==> config.mk <==
export PLATFORM = sky130hd
export DESIGN_NAME = circ_fifo
export DESIGN_NICKNAME = d
export VERILOG_FILES = /design/src/rtl/circ_fifo.sv
export SDC_FILE = /design/constraint.sdc
export NUM_CORES = 1
export LEC_CHECK = 0
export BUFFER_PORTS_ARGS = -buffer_cell sky130_fd_sc_hd__buf_2
export CELL_PAD_IN_SITES_DETAIL_PLACEMENT = 1
export CELL_PAD_IN_SITES_GLOBAL_PLACEMENT = 2
export CORE_ASPECT_RATIO = 1.4
export CORE_MARGIN = 2
export CORE_UTILIZATION = 47
export CTS_CLUSTER_SIZE = 24
export DETAILED_ROUTE_END_ITERATION = 12
export PLACE_DENSITY_LB_ADDON = 0.1
export SYNTH_ARGS = -nofsm -noshare
export SYNTH_HDL_FRONTEND = slang
export SYNTH_SLANG_ARGS = --single-unit
==> constraint.sdc <==
create_clock -name clk -period 4.3 [get_ports clk]
set_clock_uncertainty 0.2 [all_clocks]
set_input_delay 0.43 -clock clk [delete_from_list [all_inputs] [get_ports clk]]
set_output_delay 0.43 -clock clk [all_outputs]
set_load 0.05 [all_outputs]
==> src/rtl/circ_fifo.sv <==
`default_nettype none
// ============================================================================
//  Module   : circ_fifo
//  Purpose  : Circular FIFO with valid/ready handshakes on both sides,
//             first-word-fall-through read data, occupancy count,
//             almost-full flag and synchronous flush.
//  Options  : CIRC_FIFO_BYPASS_EN - when defined, an empty FIFO forwards
//             in_data to out_data combinationally in the same cycle.
//  Revision : 1.0 - initial release
// ============================================================================
module circ_fifo #(
   parameter int WIDTH        = 32,
   parameter int DEPTH        = 8,
   parameter int AFULL_THRESH = DEPTH - 2
) (
   input  logic                       clk,
   input  logic                       reset_n,
   input  logic                       flush,
   input  logic                       in_valid,
   input  logic [WIDTH-1:0]           in_data,
   output logic                       in_ready,
   output logic                       out_valid,
   output logic [WIDTH-1:0]           out_data,
   input  logic                       out_ready,
   output logic [$clog2(DEPTH+1)-1:0] count,
   output logic                       full,
   output logic                       empty,
   output logic                       almost_full
);

   localparam int c_PTR_W = (DEPTH > 1) ? $clog2(DEPTH) : 1;
   localparam int c_CNT_W = $clog2(DEPTH + 1);

   localparam logic [c_PTR_W-1:0] c_LAST_PTR = c_PTR_W'(DEPTH - 1);
   localparam logic [c_CNT_W-1:0] c_FULL_CNT = c_CNT_W'(DEPTH);
   localparam logic [c_CNT_W-1:0] c_AFULL_CNT = c_CNT_W'(AFULL_THRESH);

   logic [WIDTH-1:0]   r_mem [DEPTH];
   logic [c_PTR_W-1:0] r_wr_ptr;
   logic [c_PTR_W-1:0] r_rd_ptr;
   logic [c_CNT_W-1:0] r_count;

   logic w_empty;
   logic w_full;
   logic w_push;
   logic w_pop;

   // Explicit wrap so non-power-of-two depths never index past the array.
   function automatic logic [c_PTR_W-1:0] f_next_ptr(input logic [c_PTR_W-1:0] ptr);
      return (ptr == c_LAST_PTR) ? '0 : ptr + 1'b1;
   endfunction

   // Status is derived purely from the occupancy register.
   assign w_empty     = (r_count == '0);
   assign w_full      = (r_count == c_FULL_CNT);
   assign empty       = w_empty;
   assign full        = w_full;
   assign almost_full = (r_count >= c_AFULL_CNT);
   assign in_ready    = !w_full;
   assign count       = r_count;

   // A pop only consumes a stored entry; a bypassed word never touches the array.
   assign w_pop = !w_empty && out_ready && !flush;

`ifdef CIRC_FIFO_BYPASS_EN
   logic w_bypass;

   // Empty FIFO presents the incoming word directly; flush kills the forward.
   assign w_bypass  = w_empty && in_valid && !flush;
   assign out_valid = !w_empty || w_bypass;
   assign out_data  = w_empty ? in_data : r_mem[r_rd_ptr];
   // A word taken on the bypass path in the same cycle is not stored.
   assign w_push    = in_valid && !w_full && !flush && !(w_bypass && out_ready);
`else
   assign out_valid = !w_empty;
   assign out_data  = r_mem[r_rd_ptr];
   assign w_push    = in_valid && !w_full && !flush;
`endif

   // Storage array: written on push only, never reset.
   always_ff @(posedge clk) begin
      if (w_push) begin
         r_mem[r_wr_ptr] <= in_data;
      end
   end

   // Read/write pointers: flush returns both to the origin.
   always_ff @(posedge clk or negedge reset_n) begin
      if (!reset_n) begin
         r_wr_ptr <= '0;
         r_rd_ptr <= '0;
      end else if (flush) begin
         r_wr_ptr <= '0;
         r_rd_ptr <= '0;
      end else begin
         if (w_push) r_wr_ptr <= f_next_ptr(r_wr_ptr);
         if (w_pop)  r_rd_ptr <= f_next_ptr(r_rd_ptr);
      end
   end

   // Occupancy: net change of push and pop, cleared by flush.
   always_ff @(posedge clk or negedge reset_n) begin
      if (!reset_n) begin
         r_count <= '0;
      end else if (flush) begin
         r_count <= '0;
      end else begin
         case ({w_push, w_pop})
            2'b10:   r_count <= r_count + 1'b1;
            2'b01:   r_count <= r_count - 1'b1;
            default: r_count <= r_count;
         endcase
      end
   end

endmodule
`default_nettype wire
Yosys cells after proc, flatten, opt, wreduce, memory -nomap -nowiden
Memories as Yosys holds them, arrays and structs flattened.
Cells that the tools add are included.
{"block": "word_totals", "regBits": 10, "ram_bits": 256, "out_inout_bits": 41, "n_memories": 1}
{"name": "r_mem", "words": 8, "width": 32, "rd": 1, "rd_clocked_by_memory_dff": 0, "write_ports": 1, "line_no": "38", "text": "logic [WIDTH-1:0] r_mem [DEPTH];"}
{"block": "op_classes", "addsub": 4, "magnitude_cmp": 1, "n_eq_ne": 5, "mux": 10, "reduce_logical": 11}
{"op": "3-bit 2-to-1 mux", "count": 6}
{"op": "4-bit case mux with 2 select lines", "count": 1}
{"op": "3-bit by 1-bit adder with 3-bit output, second input constant", "count": 2}
{"op": "3-bit equality test, second input constant", "count": 2}
{"op": "4-bit by 1-bit adder with 4-bit output, second input constant", "count": 1}
{"op": "4-bit equality test, second input constant", "count": 1}
{"op": "4-bit by 3-bit >= comparator with 1-bit output, second input constant", "count": 1}
{"op": "1-bit logical AND", "count": 4}
{"op": "4-bit logical NOT", "count": 1}
{"op": "4-bit 2-to-1 mux", "count": 1}
{"op": "2-bit nonzero test", "count": 2}
{"op": "4-bit by 1-bit subtractor with 4-bit output, second input constant", "count": 1}
{"op": "1-bit logical NOT", "count": 3}
{"op": "3-bit nonzero test", "count": 1}
{"op": "2-bit by 1-bit equality test with 1-bit output, second input constant", "count": 1}
{"op": "2-bit equality test, second input constant", "count": 1}
{"op": "1-bit 2-to-1 mux", "count": 2}

Longest topological paths before layout
Gate-level depths: netlist of run 1.
{"block": "logic_depth", "depth_word": 7, "depth_mapped": 9, "depth_no_buf": 8}

Least setup slack after synthesis of run 1
No wires, ideal clock.
{"block": "synth_timing", "path_type": "register -> register", "start": "reg r_count[1], in the netlist count[1]", "end": "mem r_mem[2][0], enable pin", "t_arrival_ps": 3595, "required_time_ps": 3639, "path_slack_ps": 44, "path_stages_with_launch": 5, "n_path_buf": 1, "cell_sequence": "dfrtp_1 > or4b_1 > buf_4 > nand4_1 > nor3_1"}
{"block": "synth_between", "elab_chain_cells": 6}
{"item": "start, declared", "line_no": "41", "text": "logic [c_CNT_W-1:0] r_count;"}
{"item": "start signal, assigned", "line_no": "109", "text": "2'b10: r_count <= r_count + 1'b1;"}
{"item": "start signal, assigned", "line_no": "110", "text": "2'b01: r_count <= r_count - 1'b1;"}
{"item": "start signal, assigned", "line_no": "111", "text": "default: r_count <= r_count;"}
{"item": "4-bit equality test", "line_no": "55", "text": "assign w_full = (r_count == c_FULL_CNT);"}
{"item": "1-bit logical NOT"}
{"item": "via in_ready", "line_no": "21", "text": "output logic in_ready,"}
{"item": "1-bit logical AND (2 in series)", "line_no": "77", "text": "assign w_push = in_valid && !w_full && !flush;"}
{"item": "1-bit 2-to-1 mux", "line_no": "82", "text": "if (w_push) begin"}
{"item": "1-bit 2-to-1 mux (implied by the code)", "line_no": "83", "text": "r_mem[r_wr_ptr] <= in_data;"}
{"item": "end, declared", "line_no": "38"}
The timed path passes the listed nets, and every way through them passes these cells.

Final worst setup path of run 1
{"block": "layout_timing", "start": "reg r_rd_ptr[0]", "end": "out out_data[18]"}
{"block": "layout_between", "elab_chain_cells": 1}
{"item": "start, declared", "line_no": "40", "text": "logic [c_PTR_W-1:0] r_rd_ptr;"}
{"item": "start signal, assigned", "line_no": "97", "text": "if (w_pop) r_rd_ptr <= f_next_ptr(r_rd_ptr);"}
{"item": "memory 8 x 32 bit"}
{"item": "end, declared", "line_no": "23", "text": "output logic [WIDTH-1:0] out_data,"}
Every way passes these cells.

==> qor.csv, run 1 <==
metric;value;unit
status;complete, no violations;
rows;64;
ys_ff_latch;266;
period_share;0.8074;
required;3.67;ns
htreeDepth;1;
clock_sinks;266;
clockBufferDepth;3;
setup_tns;0;ns
synth_area;10320;um^2
core_area;21700;um^2
drt_wl_total;20.69;mm
worstPathCellList;buf_12, mux4_2, mux2_2, buf_2;
cts_tree;yes;
die_y;179.3;um
drive_above_1_share;0.3950;
rsz0062_at_grt;no;
vias_per_cell;5.449;
ys_warn_count;0;
synth.distinct_cells;35;
clkTransAtPathRegs;0.06;ns
cap_violations;0;
grt_max_degree;37;
clk_latency;0.51;ns
final_max_slew_viol_count;0;
worst_slack;0.8280;ns
drc_errors;0;
start_util;0.4756;
yosysSeqAreaShare;0.7691;
drt_iter0_drc;274;
pwr-share-clk;0.310;
critPathLaunchType;flip-flop;
grt_pass1_vias;5398;
rrSetupSlack;1.46;ns
pwr_density_cell;558.3;nW/um^2
power_switching;2.078;mW
syn_avg_cell_area;22.68;um^2
final_area;12380;um^2
power.share.sequential;0.447;
place_area;11240;um^2
syn_nets;499;
dieArea;23180;um^2
cellInternalPower;4.834;mW
hp-class;input pin to flip-flop;
hold_viol;0;
crit_fanout;36;
cts_buffers;26;
portBuffers;77;
hpwl;12.02;mm
setup_viol;0;
crit_path_max_incr_delay;0.85;ns
tightest_slew;1.054;ns
die_w;129.2;um
num_vias;4888;
nFillCells;1841;
area_growth;19.95;%
post_cts_resized;0;
cp-end-kind;output pin;
critPathKind;flip-flop to output pin;
final_cell_mix;edfxtp_1 (256), buf_2 (77), mux4_2 (64);
grt.overflow.total;0;
grt_first_pass_wirelength;31.70;mm
ir_worst_vdd;401.9;uV
critPathArrivalTime;2.84;ns
fin_nets;627;
period_needed;3.472;ns
ios;78;
clock-root-buffer;clkbuf_16;
grt_usage;0.1852;
cts_hold_buf;33;
post_cts_buffers;0;
antennaDiodeCount;0;
drt_first_pass_iters;4;
slowest_stage;dfrtp_4;
max_slew_margin;0.2977;
netSwitchingFraction;0.3006;
max_freq;0.2880;GHz
pwr-share-comb;0.243;
final_common_cell;edfxtp_1;
netlist_instances;455;
leakage;4.072;nW
dp_slack;1.299;ns
wire_per_inst;23.07;um
antenna_left;0;
gp_congestion;0.7108;
antenna_found_initial;0;
## per-layer routing
layer | part of all wire | GRT usage
met3 | 0.034 | 0.02375
met2 | 0.54 | 0.3368
met4 | 0.012 | 0.04257
met5 | 0 | 0
met1 | 0.41 | 0.2376
## worst paths after layout
path,from,end,cells past startpoint
setup / recovery,r_rd_ptr[0],out_data[18],4
min in group asynchronous,reset_n,count[3],2
max in group asynchronous,reset_n,r_rd_ptr[2],2
hold reg to reg,r_wr_ptr[1],r_wr_ptr[1],2
hold / removal,flush,r_rd_ptr[1],2
setup reg to reg,count[1],count[3],8
## layout make-up
type	count	area (um^2)	area share
flip-flops and latches	266	7944	0.6416
well taps	297	371.6	0.03002
clock inverters	16	145.1	0.01172
clock buffers	29	661.9	0.05346
multi-input cells	163	2328	0.1881
inverters	5	18.77	0.001516
repair buffers	121	910.9	0.07357
## power groups by stage
stage	clock [mW]	combinational (mW)	sequential (mW)
5_1_grt	2.29	1.79	3.12
4_1_cts	2.20	1.71	3.10
3_5_place_dp	0	1.68	3.16
2_1_floorplan	0	1.34	3.09
6_report	2.14	1.68	3.09
3_3_place_gp	0	1.66	3.15
## cell families (layout without fill, tap and decap cells)
logic type / Yosys count / in the layout / share of synthesized area
DFF: 266 / 266 / 0.7691
muxes: 101 / 101 / 0.1799
and+or+nand+nor: 43 / 43 / 0.02158
buffers and inverters: 26 / 171 / 0.01067
AOI/OAI and AO/OA: 10 / 10 / 0.007881
adders and majority gates: 7 / 7 / 0.009213
xor gates and xnor gates: 2 / 2 / 0.001697
## cells in the mapped netlist
cell       instances  share of area
mux4_2            64           0.14
clkbuf_1          10         0.0036
clkinv_1           1        0.00036
o2111ai_1          1        0.00085
nand2b_1           3         0.0018
a31o_1             1        0.00085
fa_1               1         0.0019
mux2_4             1         0.0015
a21oi_1            4         0.0019
buf_1              3         0.0011
mux2_2            32          0.035
and3_1             1        0.00061
edfxtp_1         256           0.74
nor3_2             1        0.00097
nor2b_1            1        0.00061
inv_1              4         0.0015
and2_1             1        0.00061
nand2_1            9         0.0033
nand4b_1           2         0.0017
o311a_1            1        0.00097
a21oi_2            2         0.0017
o41ai_2            1         0.0016
dfrtp_1           10          0.024
nand4_1            4         0.0024
buf_2              7         0.0034
nor2_1            12         0.0044
or4b_1             1        0.00097
nand3_1            2        0.00097
xor2_1             2         0.0017
or3_1              1        0.00061
buf_4              1        0.00073
mux2i_1            4         0.0039
ha_1               6         0.0073
nor3_1             4         0.0019
nand3b_1           1        0.00073
## stage by stage
step	cells	power, mW	hold WS, ns	utilization
after floorplan	455	4.428	-0.06559	-
after global placement	819	4.808	0.1209	0.5181
after detailed placement	819	4.834	0.1164	0.5181
after CTS	897	7.012	0.01039	0.5705
after global routing	897	7.195	0.02714	0.5705
final	897	6.912	0.02354	0.5705
## worst max-delay path: cells and delay by family (launching register included)
kind,cells,cell delay (ns)
DFF,1,0.85
buffers and inverters,2,0.60
muxes,2,0.83
## registers in the layout, summed over array words and instances (netlist names)
register and count:
count 4, r_mem 256, r_rd_ptr 3, r_wr_ptr 3
(Power assumes the default switching activity.)
==> run 2: changes to the inputs <==
Settings changed: CORE_UTILIZATION 47 to 43.
Clock period 4.3 ns to 2.85 ns, I/O delays scaled along.
==> run 2 against run 1 <==
  * Register-to-register slack lost 1.3 ns
  * Cell area grew 3.2%
  * Via count grew 1.2%
  * Sequential share of layout area shrank 1.9 points
  * Critical endpoint is now out_data[8]
==> qor.csv, run 2 (synthesis results as in run 1) <==
metric;value;unit;change
drt_first_pass_iters;4;;unchanged
gp_congestion;0.7198;;+1.3%
status;complete, no violations;;
grt_pass1_vias;5647;;+4.6%
max_freq;0.3566;GHz;
drc_errors;0;;unchanged
grt.overflow.total;0;;unchanged
area_growth;23.76;%;
critPathLaunchType;flip-flop;;
final_common_cell;edfxtp_1;;
setup_viol;0;;unchanged
final_cell_mix;edfxtp_1 (256), mux4_2 (64), buf_2 (58);;
cp-end-kind;output pin;;
grt_max_degree;45;;+22%
start_util;0.4335;;-0.04209
rows;67;;+4.7%
num_vias;4946;;+1.2%
clock_sinks;266;;unchanged
portBuffers;77;;unchanged
wl_met3;683;um;-2.0%
ios;78;;unchanged
clock-root-buffer;clkbuf_16;;
period_share;0.9838;;
hp-class;input pin to flip-flop;;
clkTransAtPathRegs;0.06;ns;about the same
drt_iter0_drc;248;;-9.5%
holdWs;0.3629;ns;+0.3393 ns
drive_above_1_share;0.4100;;+0.01497
rsz0062_at_grt;yes;;
critPathArrivalTime;2.32;ns;-0.52 ns
grt_first_pass_wirelength;33.58;mm;+5.9%
leakage;4.233;nW;+3.9%
cap_violations;0;;unchanged
wire_per_inst;23.47;um;+1.7%
crit_fanout;11;;-69%
final_max_slew_viol_count;0;;unchanged
critPathKind;flip-flop to output pin;;
wl_met1;8.772;mm;+3.3%
cts_buffers;25;;-3.8%
grt_usage;0.1768;;-0.008333
hold_viol;0;;unchanged
fin_nets;647;;+3.2%
tightest_slew;1.167;ns;+0.1132 ns
vias_per_cell;5.301;;-2.7%
hpwl;12.54;mm;+4.3%
fin_cells;933;;+4.0%
max_slew_margin;0.2204;;-0.07730
die_y;187.3;um;+4.4%
dp_cells;842;;+2.8%
dieArea;25280;um^2;+9.1%
top_layer;met4;;
drt_wl_total;21.90;mm;+5.8%
clk_latency;0.53;ns;+0.02 ns
largest_reg_flops;256;;unchanged
pwr_density_cell;858.8;nW/um^2;+54%
core_area;23810;um^2;+9.7%
antenna_found_initial;1;;+1
met2_length;12.04;mm;+6.9%
ir_worst_vdd;732.9;uV;+82%
dp_slack;0.1872;ns;-1.112 ns
period_needed;2.804;ns;
nFillCells;2135;;+16%
required;2.37;ns;-1.30 ns
die_w;134.9;um;+4.4%
regMostFlops;r_mem;;
cts_tree;yes;;
worst_slack;0.04608;ns;-0.7820 ns
setup_tns;0;ns;unchanged
clockBufferDepth;3;;unchanged
htreeDepth;1;;unchanged
utilization;0.5365;;-0.03399
antenna_left;0;;unchanged
-- run 2: final timing paths --
kind / startpoint / endpoint / depth (start not counted) / slack (ns)
max: r_rd_ptr[0] / out_data[8] / 5 / 0.05
min: in_data[28] / r_mem[3][28] / 2 / 0.36
max reg2reg: count[1] / count[3] / 8 / 0.17
min reg2reg: r_wr_ptr[1] / r_wr_ptr[1] / 2 / 0.37
max in group asynchronous: reset_n / r_rd_ptr[0] / 3 / 1.45
min in group asynchronous: reset_n / count[2] / 3 / 0.59
-- run 2: worst max-delay path, stage by stage, from the launching register on --
cell       delay [ns]
dfrtp_4          0.45
buf_12           0.14
clkbuf_16        0.20
mux4_2           0.51
mux2_2           0.27
buf_2            0.21
-- run 2: timing repair --
action | 4_1_cts | 5_1_grt
gates cloned | 1 | 3
hold buffers | 38 | 0
setup endpoints to repair | 22 | 30
buffers inserted | 0 | 2
gates resized for setup | 22 | 9
pin swaps | 0 | 0
endpoints found under the hold margin | 274 | 0
-- run 2: layout make-up --
type                    instances  area (um^2)  share of cell area
clock inverters                19        198.9             0.01557
diodes                          1        2.502           0.0001959
flip-flops and latches        266         7949              0.6223
repair buffers                142         1242             0.09727
well taps                     310        387.9             0.03037
clock buffers                  27        633.1             0.04956
multi-input cells             163         2341              0.1833
inverters                       5        18.77            0.001469
-- run 2: per-stage QoR --
step / power, mW / area, um^2
finish: 10.97 / 12770
global route: 11.41 / 12770
CTS: 10.98 / 12670
detailed placement: 7.402 / 11360
global placement: 7.362 / 11360
floorplan: 6.691 / 10360
-- run 2: report_power, final --
group / total (mW) / internal, mW / leakage [nW] / switching, mW
Sequential: 4.54 / 4.45 / 2.44 / 0.0910
Clock: 3.39 / 1.97 / 0.410 / 1.42
Combinational: 3.04 / 1.27 / 1.39 / 1.77
Total: 11.0 / 7.69 / 4.23 / 3.28
-- run 2: metal layers --
layer,track usage,vias to the layer above
li1,-,2206
met1,0.2229,2615
met2,0.3210,98
met3,0.02439,27
met4,0.04447,0
met5,0,-
